**config.mk**
```make
export PLATFORM = sky130hd
export DESIGN_NAME = dp_acc_unit
export DESIGN_NICKNAME = d
export VERILOG_FILES = /design/src/rtl/dp_acc_unit.sv
export SDC_FILE = /design/constraint.sdc
export NUM_CORES = 1
export LEC_CHECK = 0
export CAP_MARGIN = 20
export CORE_UTILIZATION = 41
export CTS_CLUSTER_DIAMETER = 40
export DETAILED_ROUTE_END_ITERATION = 10
export GPL_TIMING_DRIVEN = 1
export PLACE_DENSITY_LB_ADDON = 0.15
export SLEW_MARGIN = 25
export SYNTH_ARGS = -nofsm -noshare
export SYNTH_HDL_FRONTEND = slang
export SYNTH_SLANG_ARGS = --single-unit
```
**constraint.sdc**
```tcl
create_clock -name clk -period 7 [get_ports clk]
set_input_delay 0.7 -clock clk [delete_from_list [all_inputs] [get_ports clk]]
set_output_delay 0.7 -clock clk [all_outputs]
set_load 0.005 [all_outputs]
```
**src/rtl/dp_acc_unit.sv**
```systemverilog
// dp_acc_unit: pipelined N_MUL-lane dot-product MAC datapath.
//
// A beat (in_a/in_b, N_MUL lanes of DW_MUL bits) is registered, multiplied
// lane-wise, reduced through a registered binary adder tree and accumulated
// until the beat tagged in_last, which emits one result with a valid strobe.
//
// Ports:
//   clk        rising-edge clock
//   reset_n    asynchronous active-low reset
//   enable     pipeline advance; 0 freezes every stage and the outputs
//   in_valid   beat present on in_a/in_b
//   in_last    beat closes the current vector (qualified by in_valid)
//   in_signed  1 = lanes are two's complement, 0 = unsigned (per beat)
//   in_a/in_b  packed operands, lane k at [k*DW_MUL +: DW_MUL]
//   out        signed vector result, held between strobes
//   out_valid  one-cycle strobe per completed vector
//   out_ovf    overflow/saturation seen during this vector
module dp_acc_unit #(
  parameter int unsigned N_MUL  = 4,
  parameter int unsigned DW_MUL = 8,
  parameter int unsigned DW_ACC = 32,
  parameter int unsigned SAT    = 1,
  parameter int unsigned DW_IN  = DW_MUL * N_MUL
) (
  input  logic              clk,
  input  logic              reset_n,
  input  logic              enable,
  input  logic              in_valid,
  input  logic              in_last,
  input  logic              in_signed,
  input  logic [DW_IN-1:0]  in_a,
  input  logic [DW_IN-1:0]  in_b,
  output logic [DW_ACC-1:0] out,
  output logic              out_valid,
  output logic              out_ovf
);

  localparam int unsigned LOG2N = $clog2(N_MUL);
  localparam int unsigned PW    = 2 * DW_MUL + 1;   // lane product width
  localparam int unsigned TW    = PW + LOG2N;       // tree result width
  // Sum width covers both operands plus a carry, so overflow is detected
  // exactly even when the tree result is wider than the accumulator.
  localparam int unsigned SW    = ((DW_ACC > TW) ? DW_ACC : TW) + 1;

  localparam logic signed [SW-1:0] AccMax = SW'({1'b0, {(DW_ACC - 1){1'b1}}});
  localparam logic signed [SW-1:0] AccMin = ~AccMax;

  // Extend each operand by one bit (sign or zero) so one signed multiplier
  // serves both modes; the true product always fits in PW bits.
  function automatic logic signed [PW-1:0] mul_lane(input logic [DW_MUL-1:0] a,
                                                    input logic [DW_MUL-1:0] b,
                                                    input logic              sgn);
    logic signed [DW_MUL:0] a_x;
    logic signed [DW_MUL:0] b_x;
    a_x = {sgn & a[DW_MUL-1], a};
    b_x = {sgn & b[DW_MUL-1], b};
    return PW'(a_x) * PW'(b_x);
  endfunction

  // ---------------------------------------------------------------------------
  // S0: input register
  // ---------------------------------------------------------------------------
  logic [DW_IN-1:0] a_s0_q, b_s0_q;
  logic             vld_s0_q, lst_s0_q, sgn_s0_q;

  always_ff @(posedge clk or negedge reset_n) begin
    if (!reset_n) begin
      a_s0_q   <= '0;
      b_s0_q   <= '0;
      vld_s0_q <= 1'b0;
      lst_s0_q <= 1'b0;
      sgn_s0_q <= 1'b0;
    end else if (enable) begin
      a_s0_q   <= in_a;
      b_s0_q   <= in_b;
      vld_s0_q <= in_valid;
      lst_s0_q <= in_last;
      sgn_s0_q <= in_signed;
    end
  end

  // ---------------------------------------------------------------------------
  // Level 0 = multiplier stage, levels 1..LOG2N = adder tree, one register
  // stage each. Level l holds N_MUL>>l nodes of PW+l bits.
  // ---------------------------------------------------------------------------
  for (genvar l = 0; l <= LOG2N; l++) begin : g_lvl
    localparam int unsigned W  = PW + l;
    localparam int unsigned NN = N_MUL >> l;

    logic signed [W-1:0] node_d [NN];
    logic signed [W-1:0] node_q [NN];
    logic                vld_in, lst_in;
    logic                vld_q, lst_q;

    if (l == 0) begin : g_mul
      assign vld_in = vld_s0_q;
      assign lst_in = lst_s0_q;
      always_comb begin
        for (int k = 0; k < N_MUL; k++) begin
          node_d[k] = mul_lane(a_s0_q[k*DW_MUL +: DW_MUL], b_s0_q[k*DW_MUL +: DW_MUL],
                               sgn_s0_q);
        end
      end
    end else begin : g_add
      assign vld_in = g_lvl[l-1].vld_q;
      assign lst_in = g_lvl[l-1].lst_q;
      always_comb begin
        for (int j = 0; j < NN; j++) begin
          node_d[j] = W'(g_lvl[l-1].node_q[2*j]) + W'(g_lvl[l-1].node_q[2*j+1]);
        end
      end
    end

    always_ff @(posedge clk or negedge reset_n) begin
      if (!reset_n) begin
        node_q <= '{default: '0};
        vld_q  <= 1'b0;
        lst_q  <= 1'b0;
      end else if (enable) begin
        node_q <= node_d;
        vld_q  <= vld_in;
        lst_q  <= lst_in;
      end
    end
  end

  // ---------------------------------------------------------------------------
  // Accumulate stage
  // ---------------------------------------------------------------------------
  logic signed [TW-1:0]     tree_res;
  logic                     tree_vld, tree_lst;
  logic signed [DW_ACC-1:0] acc_q;
  logic                     ovf_q;
  logic [DW_ACC-1:0]        out_q;
  logic                     out_valid_q, out_ovf_q;
  logic signed [SW-1:0]     sum_w;
  logic signed [DW_ACC-1:0] res;
  logic                     this_ovf;

  assign tree_res = g_lvl[LOG2N].node_q[0];
  assign tree_vld = g_lvl[LOG2N].vld_q;
  assign tree_lst = g_lvl[LOG2N].lst_q;

  always_comb begin
    sum_w    = SW'(acc_q) + SW'(tree_res);
    this_ovf = (sum_w > AccMax) || (sum_w < AccMin);
    res      = sum_w[DW_ACC-1:0];
    // Saturated value is also what the accumulator continues from.
    if (this_ovf && (SAT != 0)) begin
      res = sum_w[SW-1] ? AccMin[DW_ACC-1:0] : AccMax[DW_ACC-1:0];
    end
  end

  always_ff @(posedge clk or negedge reset_n) begin
    if (!reset_n) begin
      acc_q       <= '0;
      ovf_q       <= 1'b0;
      out_q       <= '0;
      out_valid_q <= 1'b0;
      out_ovf_q   <= 1'b0;
    end else if (enable) begin
      out_valid_q <= 1'b0;
      if (tree_vld) begin
        if (tree_lst) begin
          out_q       <= res;
          out_valid_q <= 1'b1;
          out_ovf_q   <= ovf_q | this_ovf;
          acc_q       <= '0;
          ovf_q       <= 1'b0;
        end else begin
          acc_q <= res;
          ovf_q <= ovf_q | this_ovf;
        end
      end
    end
  end

  assign out       = out_q;
  assign out_valid = out_valid_q;
  assign out_ovf   = out_ovf_q;

endmodule

```
==> key figures <==
Setup path
  • WP buf/inv: 5
  • CP arrival: 6.38 ns
  • CP startpoint kind: flop
  • Critical Path Fanout Max: 12
  • R2R Setup Slk: 1.08 ns
  • Delay-heaviest family, CP: adder cells
  • Slowest cell on the critical path: dfrtp_1
  • Worst setup path class: flop to flop
  • Req. time, crit path: 7.46 ns
  • Critical R2R Launch: sgn_s0_q
  • CP cell instances: buf_4 -> and2_1 -> nand2_1 -> fa_1 -> inv_1 -> fa_1 -> fa_1 -> fa_1 -> inv_1 -> fa_1 -> inv_1 -> ha_1 -> inv_1 -> o21bai_1 -> a21oi_1 -> o21bai_1 -> a211o_1 -> a21o_1 -> a21oi_1 -> xnor2_1 -> mux2_2
  • Max incr delay on CP: 0.61 ns
  • CP endpoint kind: flop
  • CP dominant cell by count: fa_1
  • Reg2reg end: g_lvl[0].node_q[33]
  • Worst R2R Path Depth: 21

Die
  • Ports: 104
  • Core Box Area: 60400 µm²
  • Die Y: 249 µm
  • DIE WIDTH: 249 µm
  • FP Rows: 90
  • Die area: 62100 µm²
  • Initial Util: 41.5%

Placed design
  • Placer congestion estimate: 0.851
  • Port Buffers: 103
  • Post-detail-place hpwl: 42100 µm

Synthesis
  • Leading area contributor after synthesis: dfrtp_1
  • Asr flop ratio synth: 100%
  • Syn nets: 3084
  • Register bit total from synthesis: 263
  • Share of the synthesized area in the top cell type: 26.3%
  • Ys Warns: 0
  • Dominant cells by area after synthesis: dfrtp_1, fa_1, ha_1, mux2_2, inv_1
  • Most instantiated cells after synthesis: inv_1, fa_1, dfrtp_1, nand2_1, ha_1
  • Register area share after synthesis: 26.3%
  • Most frequent cell after synthesis: inv_1
  • Post-synth EDFFs: 0
  • Post-Synthesis Cells: 2518
  • Ys flop type: dfrtp_1
  • Syn avg cell area: 9.95 µm²
  • Synth cell types: 62
  • Mapped cell area: 25100 µm²

Worst hold path
  • Worst hold path type: primary input to asynchronous set/reset pin

GRT
  • Largest net degree at the start of global routing: 114
  • Initial antenna violation count: 0
  • Number of global-route vias before repair: 18800
  • First-pass GRT wire length: 95700 µm
  • Gr ovfl total: 0
  • GRT Total Usage: 18.9%

Clock tree
  • CTS Hold Buffers Added: 0
  • CTS tree: built
  • CTS H-tree depth: 2
  • Setup repair bufs after CTS: 0
  • Bufs on Longest Clock Path: 3
  • Clock sinks: 263
  • Clk Latency, worst-skew pair: 0.61 ns
  • # resized after CTS: 0
  • Total CTS buffers: 52
  • Reg clk slew, reported paths: 0.05 ns
  • Root Buffer: clkbuf_16

Final layout
  • Syn-to-layout area delta: 14.2%
  • Final Core Density: 47.4%
  • Layout cells sized above 1: 11.5%
  • Fill cell count: 5708
  • Nets: 3138
  • Register Area: 6580 µm²
  • Area of the multi-input gates: 16600 µm²
  • Antenna Cells: 0

Job
  • Max-cap viol count: 0

STA
  • Slew @ Worst Pin: 0.986 ns
  • Worst rel slew slack: 34.3%
  • RSZ-0062 raised after global routing: false
  • Worst Hold Slack: 0.127 ns
  • Post-route minimum period: 5.92 ns
  • Fin. max-slew vios: 0
  • Final TNS setup: 0 ns
  • Final hold vios: 0
  • Period utilisation layout: 84.6%
  • Fmax: 169 MHz
  • Setup Skew: 0.0372 ns
  • Final setup violating endpoints: 0

Status
  • Status: finished, final reports clean

Routing
  • WL final: 55800 µm
  • # DRC: 0
  • Post-DR vias/cell: 5.10
  • DRT antenna net count: 0
  • Initial DRC Count: 682
  • Via count: 17300
  • Drt first pass iters: 5
  • Drt wl/cell: 16.4 µm
==> worst max-delay path by stage <==
stage / start / end / slack, ns / depth (start not counted)
floorplan: sgn_s0_q / g_lvl[0].node_q[49] / 1.55 / 21
global route: sgn_s0_q / g_lvl[0].node_q[33] / 0.66 / 21
CTS: sgn_s0_q / g_lvl[0].node_q[33] / 1.01 / 21
finish: sgn_s0_q / g_lvl[0].node_q[33] / 1.08 / 21
global placement: sgn_s0_q / g_lvl[0].node_q[33] / 1.13 / 21
detailed placement: sgn_s0_q / g_lvl[0].node_q[33] / 1.07 / 21
==> sequential cells by signal, indices dropped and copies added, names as in the netlist <==
register,flops
g_lvl.vld_q,3
ovf_q,1
b_s0_q,32
out_valid,1
g_lvl.vld_in,1
g_lvl.node_q,123
g_lvl.lst_q,3
g_lvl.lst_in,1
a_s0_q,32
acc_q,32
sgn_s0_q,1
out_ovf,1
out,32
==> cell type report <==
class / count / share of cell area [%]
tap: 782 / 3.42
clock inverter: 37 / 1.79
multi-input combinational: 1755 / 57.9
timing repair buffer: 115 / 4.01
sequential: 263 / 23.0
inverter: 385 / 5.05
clock buffer: 58 / 4.80
==> metal layers <==
layer  GRT usage [%]  wire [µm]  part of all wire (%)
met3            2.38       1760                   3.1
met5               0          0                     0
met2            33.2      27900                    50
met4            6.03       1350                   2.4
met1            24.0      24900                    45
==> worst register-to-register path: cells and delay by family, from the launching register on <==
kind	cells	cell delay, ns
adders and majority gates	6	2.81
AOI/OAI and AO/OA	6	1.05
DFF	1	0.61
buffers and inverters	5	0.48
and+or+nand+nor	2	0.46
muxes	1	0.26
xor gates and xnor gates	1	0.09
==> stage by stage <==
step / instances / worst slack, ns / area [µm²]
after global routing: 3395 / 0.660 / 28600
after global placement: 3300 / 1.13 / 26700
final: 3395 / 1.08 / 28600
after detailed placement: 3300 / 1.07 / 26700
after CTS: 3395 / 1.01 / 28600
after floorplan: 2518 / 1.55 / 25100
==> cells by family after synthesis <==
logic type      synth area share (%)
compound gates                  9.51
xor+xnor                        4.86
fa+ha+maj                       33.6
buf+inv                         7.66
flops                           26.3
mux                             7.27
simple gates                    10.8
==> cells in the final DEF (no fill, tap or decap), types with 13 or more instances in the layout <==
cell type          n
ha_1             224
mux2_2           160
nand3_1           30
o21ai_1           26
nor3_1            22
clkdlybuf4s50_1  101
a31oi_1           13
clkbuf_16         52
xor2_1            27
a22o_1            30
nor2_1            78
dfrtp_1          263
and2_1           135
fa_1             272
a21o_1            43
o21ai_0           69
o21bai_1          26
nand2_1          230
xnor2_1          111
a21oi_1          111
inv_1            385
Power is not shown: default switching activity piles up to over one toggle a cycle in this logic, so the estimate is an artifact.
